===== src/rtl/bram_fifo_if.sv =====
// Ready/valid bundle for bram_fifo. The FIFO binds the slave modport.
// The producer/consumer side binds the master modport.
interface bram_fifo_if #(
    parameter int WIDTH      = 8,
    parameter int DEPTH_LOG2 = 9
);
    logic                  in_valid;
    logic [WIDTH-1:0]      in_data;
    logic                  in_ready;
    logic                  out_valid;
    logic [WIDTH-1:0]      out_data;
    logic                  out_ready;
    logic [DEPTH_LOG2:0]   count;
    logic                  almost_full;

    modport slave (
        input  in_valid, in_data, out_ready,
        output in_ready, out_valid, out_data, count, almost_full
    );

    modport master (
        output in_valid, in_data, out_ready,
        input  in_ready, out_valid, out_data, count, almost_full
    );
endinterface


===== src/rtl/bram_fifo.sv =====
// Single-clock FIFO on an inferred simple-dual-port RAM with a show-ahead output.
// A one-entry skid stage (the RAM read register) sits between the RAM and the output register.
module bram_fifo #(
    parameter int WIDTH       = 8,
    parameter int DEPTH_LOG2  = 9,
    parameter int ALMOST_FULL = 508
) (
    input  logic          CLK,
    input  logic          reset,
    bram_fifo_if.slave    bus
);
    localparam int DEPTH = 1 << DEPTH_LOG2;
    localparam int CW    = DEPTH_LOG2 + 1;

    logic [WIDTH-1:0]      mem [DEPTH];
    logic [DEPTH_LOG2-1:0] wptr, rptr;
    logic [CW-1:0]         count_q, count_d, mem_entries;
    logic                  out_valid_q, q_valid, in_ready_q, almost_full_q;
    logic [WIDTH-1:0]      ram_q, out_data_q;
    logic                  push, pop, out_load, rd_en, bypass, mem_wr;

    // The read register holds the next head, so a pop refills the output without a bubble.
    // A push that meets a pop of the last word goes straight into that register.
    always_comb begin
        push        = bus.in_valid && in_ready_q;
        pop         = out_valid_q && bus.out_ready;
        mem_entries = count_q - CW'(out_valid_q) - CW'(q_valid);
        out_load    = q_valid && (!out_valid_q || pop);
        rd_en       = (mem_entries != '0) && (!q_valid || out_load);
        bypass      = push && pop && !q_valid && (mem_entries == '0);
        mem_wr      = push && !bypass;
        count_d     = count_q;
        if (push && !pop) begin
            count_d = count_q + CW'(1);
        end else if (pop && !push) begin
            count_d = count_q - CW'(1);
        end
    end

    always_ff @(posedge CLK) begin
        if (reset) begin
            count_q       <= '0;
            out_valid_q   <= 1'b0;
            q_valid       <= 1'b0;
            wptr          <= '0;
            rptr          <= '0;
            in_ready_q    <= 1'b1;
            almost_full_q <= (ALMOST_FULL == 0);
        end else begin
            count_q       <= count_d;
            in_ready_q    <= (count_d < CW'(DEPTH));
            almost_full_q <= (count_d >= CW'(ALMOST_FULL));
            if (mem_wr) begin
                wptr <= wptr + DEPTH_LOG2'(1);
            end
            if (rd_en) begin
                rptr <= rptr + DEPTH_LOG2'(1);
            end
            if (rd_en || bypass) begin
                q_valid <= 1'b1;
            end else if (out_load) begin
                q_valid <= 1'b0;
            end
            if (out_load) begin
                out_valid_q <= 1'b1;
            end else if (pop) begin
                out_valid_q <= 1'b0;
            end
        end
    end

    // The datapath carries no reset, so stale words are masked by the valid flags alone.
    always_ff @(posedge CLK) begin
        if (mem_wr) begin
            mem[wptr] <= bus.in_data;
        end
        if (rd_en) begin
            ram_q <= mem[rptr];
        end else if (bypass) begin
            ram_q <= bus.in_data;
        end
        if (out_load) begin
            out_data_q <= ram_q;
        end
    end

    assign bus.in_ready    = in_ready_q;
    assign bus.out_valid   = out_valid_q;
    assign bus.out_data    = out_data_q;
    assign bus.count       = count_q;
    assign bus.almost_full = almost_full_q;
endmodule


===== src/flat_wrapper.sv =====
// flat-port wrapper written by rule: the top's interface ports become plain ports
module bram_fifo_flat 
#(
    parameter int WIDTH       = 8,
    parameter int DEPTH_LOG2  = 9,
    parameter int ALMOST_FULL = 508
)
  (CLK, reset, bus_in_valid, bus_in_data, bus_out_ready, bus_in_ready, bus_out_valid, bus_out_data, bus_count, bus_almost_full);
  bram_fifo_if #(.WIDTH(WIDTH), .DEPTH_LOG2(DEPTH_LOG2)) bus_i ();
  input  logic CLK;
  input  logic reset;
  input wire logic [$bits(bus_i.in_valid)-1:0] bus_in_valid;
  input wire logic [$bits(bus_i.in_data)-1:0] bus_in_data;
  input wire logic [$bits(bus_i.out_ready)-1:0] bus_out_ready;
  output wire logic [$bits(bus_i.in_ready)-1:0] bus_in_ready;
  output wire logic [$bits(bus_i.out_valid)-1:0] bus_out_valid;
  output wire logic [$bits(bus_i.out_data)-1:0] bus_out_data;
  output wire logic [$bits(bus_i.count)-1:0] bus_count;
  output wire logic [$bits(bus_i.almost_full)-1:0] bus_almost_full;
  assign bus_i.in_valid = bus_in_valid;
  assign bus_i.in_data = bus_in_data;
  assign bus_i.out_ready = bus_out_ready;
  assign bus_in_ready = bus_i.in_ready;
  assign bus_out_valid = bus_i.out_valid;
  assign bus_out_data = bus_i.out_data;
  assign bus_count = bus_i.count;
  assign bus_almost_full = bus_i.almost_full;
  bram_fifo #(.WIDTH(WIDTH), .DEPTH_LOG2(DEPTH_LOG2), .ALMOST_FULL(ALMOST_FULL)) u_core (.CLK(CLK), .reset(reset), .bus(bus_i));
endmodule

===== config.mk =====
export PLATFORM = sky130hd
export DESIGN_NAME = bram_fifo_flat
export DESIGN_NICKNAME = d
export VERILOG_FILES = /design/src/rtl/bram_fifo_if.sv /design/src/rtl/bram_fifo.sv /design/src/flat_wrapper.sv
export SDC_FILE = /design/constraint.sdc
export NUM_CORES = 2
export LEC_CHECK = 0
export CAP_MARGIN = 15
export CORE_MARGIN = 2
export CORE_UTILIZATION = 35
export CTS_BUF_LIST = sky130_fd_sc_hd__clkbuf_8 sky130_fd_sc_hd__clkbuf_16
export DETAILED_ROUTE_END_ITERATION = 10
export PLACE_DENSITY = 0.57
export SLEW_MARGIN = 20
export SYNTH_ARGS = -nofsm -noshare
export SYNTH_HDL_FRONTEND = slang
export SYNTH_SLANG_ARGS = --single-unit

===== constraint.sdc =====
create_clock -name CLK -period 6.75 [get_ports CLK]
set_clock_uncertainty 0.05 [all_clocks]
set_input_delay 1.35 -clock CLK [delete_from_list [all_inputs] [get_ports CLK]]
set_output_delay 1.35 -clock CLK [all_outputs]
set_load 0.05 [all_outputs]

==> impl_metrics.env <==
export IMPL_status="complete, no violations"
export IMPL_yosys_most_used_dff="edfxtp_1"
export IMPL_gp_congestion=0.886
export IMPL_yosysTopAreaCellShare=0.761
export IMPL_grt_overflow=0
export IMPL_setup_tns_final_ps=0
export IMPL_powerDensity_nw_per_um2=353
export IMPL_combPwrFrac=0.206
export IMPL_htree_levels=5
export IMPL_start_kind="register"
export IMPL_core_area_sq_um=463000
export IMPL_placed_cell_area_sq_um=170000
export IMPL_postCtsHoldBufs=0
export IMPL_fin_crit_sh=0.857
export IMPL_numPortBuffers=32
export IMPL_cellLeakagePower_uw=0.0557
export IMPL_clk_pin_slew_ps=70
export IMPL_cts_resized=0
export IMPL_drive_gt1_frac=0.228
export IMPL_wl_um=477000
export IMPL_max_freq_ghz=0.173
export IMPL_worstMarginPinSlew_ps=1240
export IMPL_synth_area_leaders="edfxtp_1 (76%), mux4_2 (13%), mux2i_1 (1.5%), nor2_1 (1.4%), mux4_1 (0.76%)"
export IMPL_period_needed_ps=5790
export IMPL_start_util=0.351
export IMPL_clock_path_buffers=4
export IMPL_cts_tree="built"
export IMPL_pre_cts_ws_ps=952
export IMPL_cp_end_kind="register"
export IMPL_crit_path_max_incr_delay_ps=670
export IMPL_peakVddDrop_mv=0.258
export IMPL_first_iter_violations=11544
export IMPL_synth_commonest_cells="edfxtp_1 (4112), mux4_2 (967), nor2_1 (620)"
export IMPL_cts_buffers=403
export IMPL_internal_power_uw=47000
export IMPL_hold_path_class="reg2reg"
export IMPL_syn_num_nets=7699
export IMPL_first_global_vias=81343
export IMPL_worst_slack_ps=962
export IMPL_die_w_um=685
export IMPL_drc=0
export IMPL_synth_edf_count=4112
export IMPL_setup_viol=0
export IMPL_avgSynthCellArea_sq_um=21.1
export IMPL_dieHeight_um=685
export IMPL_synth_top_area_cell="edfxtp_1"
export IMPL_critPathSlowestCell="nand2_4"
export IMPL_via_per_inst=5.70
export IMPL_seq_power_share=0.443
export IMPL_synth_seq_area_share=0.766
export IMPL_slew_violations=0
export IMPL_critPathKind="reg2reg"
export IMPL_drv_cap=0
export IMPL_synth_most_common_cell="edfxtp_1"
export IMPL_p_sw_frac=0.273
export IMPL_grt_max_degree=161
export IMPL_rows=250
export IMPL_synth_distinct_cells=81
export IMPL_hold_viol=0
export IMPL_power_frac_clock=0.351
export IMPL_antenna_found_initial=31
export IMPL_grt_first_pass_wirelength_um=662000
export IMPL_first_pass_iters=7
export IMPL_switchingPower_uw=17700
export IMPL_netlist_area_sq_um=162000
export IMPL_cp_max_fo=20
export IMPL_vias=82004
export IMPL_grt_total_usage=0.198
export IMPL_arrival_ps=6320
export IMPL_synth_warning_count=0
export IMPL_clock_latency_ps=970
export IMPL_whs_ps=380
export IMPL_num_io_pins=33
export IMPL_wl_per_cell_um=33.1
export IMPL_slew_headroom=0.164
export IMPL_ys_ff_latch=4153
export IMPL_nNetsFinal=7879
export IMPL_cts_setup_buffers=0
export IMPL_synthToLayoutAreaGrowth_pct=12.9
export IMPL_synthArstFlopShare=0
export IMPL_dieArea_sq_um=469000
export IMPL_rsz0062_at_grt="false"
export IMPL_synthCells=7676
export IMPL_cp_required_ps=7280
export IMPL_clockRootBuffer="clkbuf_16"
export IMPL_fin_area_sq_um=183000
export IMPL_path_cells="inv_1 > fa_1 > inv_1 > ha_1 > or4_1 > a31o_2 > a31oi_2 > nand2_1 > nor2_1 > nand2_4 > buf_12 > nor2_1"
export IMPL_final_antenna_net_count=0
export IMPL_hpwl_um=288000
export IMPL_cts_sinks=4153
logic make-up (layout without fill, tap and decap cells):
group,after synthesis,after routing,synth area share
xor+xnor,26,26,0.00140
fa+ha+maj,11,11,0.000895
simple gates,1212,1212,0.0316
buf+inv,485,1000,0.0187
other cells,0,17,0
compound gates,494,494,0.0215
mux,1295,1295,0.159
flops,4153,4153,0.766
power by group through the flow:
stage	registers (uW)	clock network [uW]	logic, uW
floorplan	29100	0	9380
global placement	29300	0	13300
detailed placement	29300	0	13300
CTS	28700	23000	13400
global route	28700	23900	13900
finish	28700	22700	13300
through the flow:
step                      cells  utilization  power (uW)
after global routing      14369        0.396       66500
after detailed placement  13624        0.367       42600
after floorplan            7676            -       38500
after CTS                 14364        0.396       65100
final                     14382        0.396       64700
after global placement    13622        0.367       42600
flip-flops by register name, indices dropped and copies added, names as in the netlist, named ones only:
name                    count
u_core.bus.almost_full      1
u_core.bus.count           10
u_core.bus.in_ready         1
u_core.bus.out_data         8
u_core.bus.out_valid        1
u_core.mem               4096
u_core.q_valid              1
u_core.ram_q                8
u_core.rptr                 9
u_core.wptr                 9
per-layer routing:
| layer | vias to the layer above | track usage | wire length, um | part of all wire |
|---|---|---|---|---|
| met1 | 43999 | 0.272 | 189000 | 0.40 |
| li1 | 32306 | - | - | - |
| met4 | 10 | 0.0704 | 19200 | 0.040 |
| met5 | - | 0 | 67 | 0.00014 |
| met2 | 4947 | 0.312 | 222000 | 0.47 |
| met3 | 742 | 0.0431 | 46300 | 0.097 |
worst max-delay path, delay by kind of cell, from the launching register on:
family,cells,cell delay (ps)
simple gates,5,2500
flops,1,440
compound gates,2,950
fa+ha+maj,2,770
buf+inv,3,650
final timing paths:
kind         slack [ps]             from  depth (start not counted)                endpoint
max                 960   u_core.q_valid                         12      u_core.mem[384][0]
min                 380  u_core.ram_q[2]                          0  u_core.bus.out_data[2]
max reg2reg         960   u_core.q_valid                         12      u_core.mem[384][0]
min reg2reg         380  u_core.ram_q[2]                          0  u_core.bus.out_data[2]
placed cells by master, fill, tap and decap left out, types with 26 or more instances in the layout:
master	synthesis	final
o221ai_1	56	56
buf_4	74	150
buf_12	11	57
inv_1	13	73
bufinv_16	0	46
and3_1	27	27
a211oi_1	26	26
clkbuf_16	0	408
clkinv_2	0	71
a31oi_1	32	32
nor2_1	620	615
mux2_2	35	35
mux4_1	47	47
dfxtp_1	41	34
clkinv_1	1	92
nand3_1	81	81
a22oi_1	57	57
nand2_1	322	306
mux4_2	967	967
mux2i_1	246	246
o21ai_0	51	49
o22ai_1	68	68
clkinvlp_4	0	26
edfxtp_1	4112	4112
nor3_1	39	33
a21oi_1	78	78
area by class of cell:
type,count,area (sq um)
diodes,17,42.5
clock buffers,409,10200
clock inverters,331,3030
fillers,40415,279000
inverters,19,90.1
multi-input cells,3038,35100
flip-flops and latches,4153,124000
well taps,6174,7720
repair buffers,241,2650
Power figures use the tool's default switching activity.
